**src/rtl/reg_file_cmd_ctrl.sv**
```systemverilog
// UART command sequencer: decodes 0xAA write / 0xBB read frames into register-file strobes and returns read data to TX.
// Optional inter-byte frame timeout enabled by defining CMD_TIMEOUT_EN.
module reg_file_cmd_ctrl #(
  parameter int ADD_WIDTH      = 4,
  parameter int DATA_WIDTH     = 8,
  parameter int TIMEOUT_CYCLES = 1024
) (
  input  logic                  CLK,
  input  logic                  RST,
  input  logic [DATA_WIDTH-1:0] RX_P_DATA,
  input  logic                  RX_D_VLD,
  input  logic [DATA_WIDTH-1:0] Rd_DATA,
  input  logic                  Rd_DATA_VLD,
  input  logic                  FIFO_FULL,
  output logic                  WrEn,
  output logic                  RdEn,
  output logic [ADD_WIDTH-1:0]  ADDRESS,
  output logic [DATA_WIDTH-1:0] Wr_DATA,
  output logic [DATA_WIDTH-1:0] TX_P_DATA,
  output logic                  TX_D_VLD,
  output logic                  BUSY,
  output logic                  TIMEOUT_ERR
);

  typedef enum logic [2:0] {IDLE, WR_ADDR, WR_DATA, RD_ADDR, RD_WAIT, TX_SEND} state_t;

  localparam logic [DATA_WIDTH-1:0] OP_WR = DATA_WIDTH'(8'hAA);
  localparam logic [DATA_WIDTH-1:0] OP_RD = DATA_WIDTH'(8'hBB);

  state_t                state_q;
  logic                  wren_q, rden_q, txv_q, busy_q;
  logic [ADD_WIDTH-1:0]  addr_q;
  logic [DATA_WIDTH-1:0] wdata_q, txd_q, hold_q;

`ifdef CMD_TIMEOUT_EN
  localparam int CW = (TIMEOUT_CYCLES > 2) ? $clog2(TIMEOUT_CYCLES) : 1;
  logic [CW-1:0] cnt_q;
  logic          to_err_q;
  logic          timed;
  assign timed = (state_q == WR_ADDR) || (state_q == WR_DATA) || (state_q == RD_ADDR);
`endif

  always_ff @(posedge CLK or posedge RST) begin
    if (RST) begin
      state_q <= IDLE;
      wren_q  <= 1'b0;
      rden_q  <= 1'b0;
      txv_q   <= 1'b0;
      busy_q  <= 1'b0;
      addr_q  <= '0;
      wdata_q <= '0;
      txd_q   <= '0;
      hold_q  <= '0;
`ifdef CMD_TIMEOUT_EN
      cnt_q    <= '0;
      to_err_q <= 1'b0;
`endif
    end else begin
      wren_q <= 1'b0;
      rden_q <= 1'b0;
      txv_q  <= 1'b0;
      case (state_q)
        IDLE: if (RX_D_VLD) begin
          if (RX_P_DATA == OP_WR) begin
            state_q <= WR_ADDR;
            busy_q  <= 1'b1;
          end else if (RX_P_DATA == OP_RD) begin
            state_q <= RD_ADDR;
            busy_q  <= 1'b1;
          end
        end
        WR_ADDR: if (RX_D_VLD) begin
          addr_q  <= RX_P_DATA[ADD_WIDTH-1:0];
          state_q <= WR_DATA;
        end
        WR_DATA: if (RX_D_VLD) begin
          wdata_q <= RX_P_DATA;
          wren_q  <= 1'b1;
          state_q <= IDLE;
          busy_q  <= 1'b0;
        end
        RD_ADDR: if (RX_D_VLD) begin
          addr_q  <= RX_P_DATA[ADD_WIDTH-1:0];
          rden_q  <= 1'b1;
          state_q <= RD_WAIT;
        end
        // Forward straight to TX when the FIFO has room so TX_D_VLD lands one cycle after Rd_DATA_VLD.
        RD_WAIT: if (Rd_DATA_VLD) begin
          hold_q <= Rd_DATA;
          if (!FIFO_FULL) begin
            txd_q   <= Rd_DATA;
            txv_q   <= 1'b1;
            state_q <= IDLE;
            busy_q  <= 1'b0;
          end else begin
            state_q <= TX_SEND;
          end
        end
        TX_SEND: if (!FIFO_FULL) begin
          txd_q   <= hold_q;
          txv_q   <= 1'b1;
          state_q <= IDLE;
          busy_q  <= 1'b0;
        end
        default: begin
          state_q <= IDLE;
          busy_q  <= 1'b0;
        end
      endcase
`ifdef CMD_TIMEOUT_EN
      to_err_q <= 1'b0;
      // Abort only fires on a silent cycle, so it never competes with a byte being consumed above.
      if (!timed || RX_D_VLD) begin
        cnt_q <= '0;
      end else if (cnt_q == CW'(TIMEOUT_CYCLES - 1)) begin
        cnt_q    <= '0;
        to_err_q <= 1'b1;
        state_q  <= IDLE;
        busy_q   <= 1'b0;
      end else begin
        cnt_q <= cnt_q + 1'b1;
      end
`endif
    end
  end

  assign WrEn      = wren_q;
  assign RdEn      = rden_q;
  assign ADDRESS   = addr_q;
  assign Wr_DATA   = wdata_q;
  assign TX_P_DATA = txd_q;
  assign TX_D_VLD  = txv_q;
  assign BUSY      = busy_q;

`ifdef CMD_TIMEOUT_EN
  assign TIMEOUT_ERR = to_err_q;
`else
  logic unused_timeout;
  assign unused_timeout = (TIMEOUT_CYCLES > 0);
  assign TIMEOUT_ERR    = 1'b0;
`endif

endmodule

```
**config.mk**
```make
export PLATFORM = sky130hd
export DESIGN_NAME = reg_file_cmd_ctrl
export DESIGN_NICKNAME = d
export VERILOG_FILES = /design/src/rtl/reg_file_cmd_ctrl.sv
export SDC_FILE = /design/constraint.sdc
export NUM_CORES = 1
export LEC_CHECK = 0
export BUFFER_PORTS_ARGS = -buffer_cell sky130_fd_sc_hd__buf_2
export CAP_MARGIN = 20
export CORE_AREA = 2 2 59 61
export CTS_CLUSTER_DIAMETER = 120
export DETAILED_ROUTE_END_ITERATION = 7
export DIE_AREA = 0 0 61 63
export PLACE_DENSITY = 0.79
export SYNTH_ARGS = -nofsm -noshare
export SYNTH_HDL_FRONTEND = slang
export SYNTH_SLANG_ARGS = --single-unit
```
**constraint.sdc**
```tcl
create_clock -name CLK -period 3.45 [get_ports CLK]
set_input_delay 0.69 -clock CLK [delete_from_list [all_inputs] [get_ports CLK]]
set_output_delay 0.69 -clock CLK [all_outputs]
set_load 0.03 [all_outputs]
```
# Word level (Yosys, flattened, before mapping)
# Index checks and enable logic that the tools add are counted.
[word_totals] ram_bits=0 ff_bits=35 input_bits=21 latchBits=0 wordCells=61 n_memories=0 output_inout_bits=25 mem_bits_ro=0
[classes] shifts=0 mul=0 div=0 eq_ne=15 n_reduce_logical=9 add_sub_neg=0 mux=27 n_lt_le_gt_ge=0 bitwise=1
[op_table] op="$mux W3" n=9
[op_table] op="$mux W8" n=3
[op_table] op="$pmux W3 S6" n=1
[op_table] op="$eq A8 B8 Y1 const B" n=2
[op_table] op="$pmux W8 S2" n=1
[op_table] op="$ne A2 B2 Y1 const B" n=7
[op_table] op="$mux W1" n=11
[op_table] op="$reduce_and A7 Y1" n=1
[op_table] op="$eq A3 B2 Y1 const B" n=2
[op_table] op="$eq A3 B3 Y1 const B" n=2
[op_table] op="$reduce_and A2 Y1" n=3
[op_table] op="$pmux W1 S5" n=1
[op_table] op="$reduce_and A5 Y1" n=1
[op_table] op="$reduce_and A4 Y1" n=1
[op_table] op="$eq A3 B1 Y1 const B" n=1
[op_table] op="$logic_not A3 Y1" n=1
[op_table] op="$ne A3 B3 Y1 const B" n=1
[op_table] op="$pmux W1 S2" n=1
[op_table] op="$reduce_bool A2 Y1" n=1
[op_table] op="$reduce_or A2 Y1" n=1
[op_table] op="$not A1 Y1" n=1

# Depth between registers and ports, before layout
# Gate-level depths: netlist of the first run.
[logic_depth] word_depth=5 mapped_depth=6 ltp_nobuf=5

# Worst setup path before layout of the first run
# No wires, ideal clock.
[synth_timing] path_type="input port to flip-flop" startpoint="input RX_P_DATA[2]" endpoint="register state_q[1]" setup_slack_ns=1.499 t_arrival_ns=1.874 required_time_ns=3.373 cell_stages=5 n_path_buf=0 cell_sequence="nand4b_1 > nor4b_2 > o41ai_2 > or4_1 > a21oi_1"
[synth_via] elab_chain_len=4
[synth_rtl] item="start: declaration" line_no="10" text="input logic [DATA_WIDTH-1:0] RX_P_DATA,"
[synth_rtl] item="$eq A8 B8 Y1" line_no="64" text="if (RX_P_DATA == OP_WR) begin"
[synth_rtl] item="$mux W3" line_no="64"
[synth_rtl] item="$mux W3" line_no="63" text="IDLE: if (RX_D_VLD) begin"
[synth_rtl] item="$pmux W3 S6" line_no="62" text="case (state_q)"
[synth_rtl] item="end signal: assignment" line_no="65" text="state_q <= WR_ADDR;"
[synth_rtl] item="end signal: assignment" line_no="68" text="state_q <= RD_ADDR;"
[synth_rtl] item="end signal: assignment" line_no="74" text="state_q <= WR_DATA;"
[synth_rtl] item="end: declaration" line_no="30" text="state_t state_q;"
# Several ways; a longest one is shown, not always the timed one. The select of a mux whose other input is x is not followed.
# A chain may end at the register's enable or synchronous reset.

# Final worst setup path of the first run
[layout_timing] startpoint="register state_q[1]" endpoint="register state_q[1]"
[layout_via] elab_chain_len=3
[layout_rtl] item="start signal: assignment" line_no="45" text="state_q <= IDLE;"
[layout_rtl] item="start signal: assignment" line_no="65"
[layout_rtl] item="start signal: assignment" line_no="68"
[layout_rtl] item="$eq A3 B3 Y1, or another cell as far along" line_no="62"
[layout_rtl] item="$ne A2 B2 Y1 (no line) / $ne A3 B3 Y1 (equally long branches)"
[layout_rtl] item="$reduce_and A7 Y1 (no line)"
# Several ways; a longest one is shown, not always the timed one.

==> qor.csv, run 1 <==
metric,value,unit
clkTransAtPathRegs,110,ps
post_cts_resized,0,
via_per_inst,5.03,
maxCapViolations,0,
ys_ff_latch,35,
cts_tree,yes,
htreeDepth,2,
cts_setup_buffers,0,
leakagePower,0.963,nW
setup_viol,0,
syn_nets,145,
place_congestion,0.832,
ys_warn_count,0,
syn2layout_area_growth,22.0,%
grt_pass1_vias,1154,
worst_slack,1590,ps
drive_above_1_share,47.4,%
hold_violations,0,
hold_ws,425,ps
die_h,63,um
critical_path_class,flop to flop,
tightest_slew,1010,ps
dpl_worst_slack,1260,ps
synth.distinct_cells,30,
fin_nets,191,
cts_root_buf,clkbuf_4,
dr.first_iter.drc_count,15,
cts_hold_buf,0,
p_per_area,935,nW/um^2
syn_inst,124,
yosysSeqAreaShare,56.8,%
ir_drop,0.404,mV
dr_total_vias,1092,
min_period_over_period,53.8,%
hold_path_class,primary input to asynchronous set/reset pin,
mostFrequentLayoutCells,"buf_2, dfrtp_1, mux2_2",
clock-sinks,35,
setup_tns,0,ps
worst-path-max-fanout,11,
crit_arrival,2130,ps
core_area,3230,um^2
die-width,61,um
min_period,1860,ps
pin_count,46,
clock_skew,5.61,ps
wl_per_cell,13.6,um
clkLatencyLatePin,340,ps
die_area,3840,um^2
avgSynthCellArea,12.4,um^2
required,3720,ps
mostFrequentLayoutCell,buf_2,
fmax,539,MHz
max_slew_margin,32.0,%
fill_cells,275,
cp-start-kind,flop,
numPortBuffers,44,
cts_buffer_depth,2,
drv_slew,0,
antenna_found_initial,0,
crit_path_end_kind,flop,
rsz0062_at_grt,no,
grt_pass1_wl,4940,um
grt_max_degree,36,
postRouteWirelength,2940,um
grt_usage,17.8,%
power,0.00176,W
gr-total-overflow,0,
firstDrtPassIters,4,
route.detailed.drc,0,
r2r_cells,5,
synthesis.area,1540,um^2
outcome,finished clean,
start_util,47.7,%
cts_buffers,5,
postRouteAntennaNets,0,
diodes,0,
rows,21,
[power by group]
part	switching (W)	internal [W]	total, W
combinational	0.000459	0.000279	0.000737
clock	0.000137	0.000171	0.000308
sequential	0.000122	0.000591	0.000713
total	0.000717	0.00104	0.00176
[synthesized netlist by cell type]
| cell type | count | share of area [%] |
|---|---|---|
| xor2_1 | 1 | 0.57 |
| dfrtp_1 | 35 | 57 |
| o41ai_1 | 1 | 0.57 |
| o22ai_1 | 1 | 0.41 |
| mux2i_1 | 8 | 5.2 |
| nor2b_1 | 1 | 0.41 |
| a32oi_2 | 1 | 1.1 |
| mux2_2 | 20 | 15 |
| and4bb_2 | 1 | 0.81 |
| nor3_1 | 1 | 0.32 |
| nand4b_1 | 1 | 0.57 |
| o211ai_1 | 1 | 0.49 |
| a31oi_1 | 1 | 0.41 |
| clkbuf_1 | 2 | 0.49 |
| inv_1 | 5 | 1.2 |
| o32ai_1 | 1 | 0.57 |
| nand2_1 | 10 | 2.4 |
| a21oi_1 | 3 | 0.97 |
| buf_4 | 2 | 0.97 |
| or2_2 | 1 | 0.41 |
| nor2_2 | 1 | 0.41 |
| or4_1 | 1 | 0.49 |
| conb_1 | 1 | 0.24 |
| nand2b_1 | 2 | 0.81 |
| nor3_2 | 2 | 1.3 |
| buf_2 | 2 | 0.65 |
| o21ai_0 | 12 | 3.9 |
| o41ai_2 | 1 | 1.1 |
| nor4b_2 | 1 | 0.97 |
| nor2_1 | 4 | 0.97 |
[flip-flops by register name, indices dropped and copies added (netlist names)]
name	cells
Wr_DATA	8
RdEn	1
hold_q	8
state_q	3
WrEn	1
BUSY	1
TX_D_VLD	1
TX_P_DATA	8
ADDRESS	4
[layer usage]
layer | track usage [%] | share of wire, % | up-vias
met1 | 18.4 | 40 | 521
li1 | - | - | 531
met5 | 0 | 0 | -
met3 | 7.45 | 6.1 | 8
met2 | 29.6 | 52 | 32
met4 | 9.24 | 2.4 | 0
[path summary, 6_finish.rpt]
| check | startpoint | end | slack [ps] |
|---|---|---|---|
| max reg2reg | state_q[1] | state_q[1] | 1590 |
| min reg2reg | TX_P_DATA[4] | TX_P_DATA[4] | 490 |
| min in group CLK | TX_P_DATA[4] | TX_P_DATA[4] | 490 |
| max in group asynchronous | RST | TX_P_DATA[2] | 2720 |
| max | state_q[1] | state_q[1] | 1590 |
| min | RST | Wr_DATA[0] | 430 |
[logic make-up (layout without fill, tap and decap cells)]
group	after synthesis	in the layout	share of synthesized area (%)
compound gates	22	22	9.41
xor+xnor	1	1	0.568
buf+inv	11	58	3.33
flops	35	35	56.8
mux	28	28	19.8
other cells	1	1	0.243
simple gates	26	26	9.89
[through the flow]
stage | area [um^2] | std cells | util [%]
floorplan | 1540 | 124 | -
global placement | 1800 | 209 | 55.6
detailed placement | 1800 | 209 | 55.6
CTS | 1880 | 217 | 58.2
global route | 1880 | 217 | 58.2
finish | 1880 | 217 | 58.2
[worst max-delay path: stages (launching register included)]
cell and delay [ps]:
dfrtp_1 580, nor2b_1 150, nand2_1 400, o21ai_0 120, or4_1 400, a21oi_1 130
[cell type report]
| cell class | count | area [um^2] | share of cell area (%) |
|---|---|---|---|
| Timing Repair Buffer | 45 | 228 | 12.1 |
| Clock buffer | 6 | 51.3 | 2.73 |
| Tap cell | 46 | 57.6 | 3.06 |
| Multi-Input combinational cell | 78 | 616 | 32.7 |
| Clock inverter | 2 | 35.0 | 1.86 |
| Sequential cell | 35 | 876 | 46.5 |
| Inverter | 5 | 18.8 | 0.997 |
Power figures use the tool's default switching activity.
==> inputs of run 2 (changes only) <==
- CORE_AREA: 2 2 59 61 -> 2 2 62 64
- DIE_AREA: 0 0 61 63 -> 0 0 64 66
- PLACE_DENSITY: 0.79 -> 0.75
- clock period: 3.45 -> 1.7 ns (I/O delays scaled with it)
==> qor.csv, run 2 (same netlist as run 1, synthesis figures left out) <==
metric,value,unit
cts_buffer_depth,2,
dr.first_iter.drc_count,49,
maxCapViolations,0,
via_per_inst,4.97,
outcome,finished with violations,
worst_slack,-50.1,ps
grt_pass1_vias,1141,
syn2layout_area_growth,27.6,%
cp-start-kind,flop,
drive_above_1_share,53.0,%
crit_path_end_kind,flop,
r2r_slack,-50,ps
dpl.cell_count,222,
die-width,64,um
ir_drop,0.696,mV
cts_hold_buf,0,
hold_violations,0,
pin_count,46,
fin_nets,205,
clkLatencyLatePin,330,ps
postRouteWirelength,3370,um
required,1960,ps
start_util,43.4,%
min_period_over_period,103,%
worst-path-max-fanout,6,
cts_buffers,5,
route.detailed.drc,0,
firstDrtPassIters,4,
dr_total_vias,1159,
place_congestion,0.792,
p_clk_share,11.7,%
clock_skew,8.51,ps
wl_per_cell,14.5,um
rsz0062_at_grt,yes,
htreeDepth,2,
leakagePower,1.01,nW
die_h,66,um
finalNonFillerCells,233,
postRouteAntennaNets,0,
core_area,3550,um^2
rows,22,
setup_viol,1,
intPower,0.00209,W
cts_root_buf,clkbuf_4,
dp_hpwl,2410,um
critical_path_class,flop to flop,
sw_frac_of_total,42.1,%
cts_tree,yes,
drv_slew,0,
fmax,571,MHz
grt_usage,17.1,%
seqPwrFrac,39.7,%
grt_max_degree,36,
min_period,1750,ps
p_per_area,1830,nW/um^2
die_area,4220,um^2
numPortBuffers,44,
grt_pass1_wl,5340,um
power.switching,0.00152,W
failed_checks,setup timing,
final_util,55.4,%
mostFrequentLayoutCell,buf_2,
gr-total-overflow,0,
mostFrequentLayoutCells,"buf_2, dfrtp_1, mux2_2",
antenna_found_initial,0,
clkTransAtPathRegs,100,ps
diodes,0,
clock-sinks,35,
crit_arrival,2010,ps
hold_path_class,primary input to asynchronous set/reset pin,
power.share.combinational,48.5,%
-- run 2: changes by cell type in the layout (fill, tap and decap cells not counted), sizes merged --
cell | previous run | this run
buf | 45 | 59
bufinv | 1 | 0
clkbuf | 6 | 7
-- run 2: area by class of cell --
type | instances | area, um^2
multi-input cells | 78 | 627
repair buffers | 59 | 333
well taps | 48 | 60.1
inverters | 5 | 18.8
flip-flops and latches | 35 | 880
fillers | 294 | 1580
clock buffers | 7 | 45.0
clock inverters | 1 | 5.00
-- run 2: final timing paths --
check,from,to,cells past startpoint
worst min-delay path,RST,hold_q[3],3
worst max-delay path,state_q[2],state_q[1],5
worst min register to register,TX_P_DATA[2],TX_P_DATA[2],2
worst max register to register,state_q[2],state_q[1],5
max in group asynchronous,RST,state_q[2],3
min in group CLK,Rd_DATA[0],hold_q[0],2
-- run 2: per-layer routing --
metal  wire [um]  vias to the layer above  global-route usage (%)
li1            -                      560                       -
met1        1400                      562                    19.9
met2        1750                       33                    28.5
met3         165                        4                    4.94
met4          56                        0                    8.97
met5           0                        -                       0
-- run 2: critical path, stage by stage (launching register included) --
cell	delay, ps
dfrtp_2	460
nor2b_4	150
a32oi_2	220
o41ai_2	130
or4_1	560
a21oi_2	170
-- run 2: what timing repair did --
item,CTS,global route
gates cloned,0,0
pin swaps,0,3
resized for setup,1,5
buffers inserted,0,3
endpoints found under the setup margin,1,1
-- run 2: through the flow --
stage / power [W] / setup slack (ps) / TNS [ps] / hold WS, ps / area (um^2)
floorplan: 0.00256 / 99.0 / 0 / 480 / 1540
global route: 0.00382 / -106 / -106 / 99.6 / 1970
CTS: 0.00353 / 8.89 / 0 / 82.2 / 1930
global placement: 0.00301 / -47.8 / -47.8 / 450 / 1880
finish: 0.00360 / -50.1 / -50.1 / 82.1 / 1970
detailed placement: 0.00310 / -156 / -156 / 459 / 1880
-- run 2: power groups by stage --
stage / Combinational, W / Sequential (W) / Clock (W)
2_1_floorplan: 0.000690 / 0.00187 / 0
3_3_place_gp: 0.00161 / 0.00141 / 0
3_5_place_dp: 0.00165 / 0.00144 / 0
4_1_cts: 0.00166 / 0.00143 / 0.000444
5_1_grt: 0.00186 / 0.00148 / 0.000478
6_report: 0.00175 / 0.00143 / 0.000423
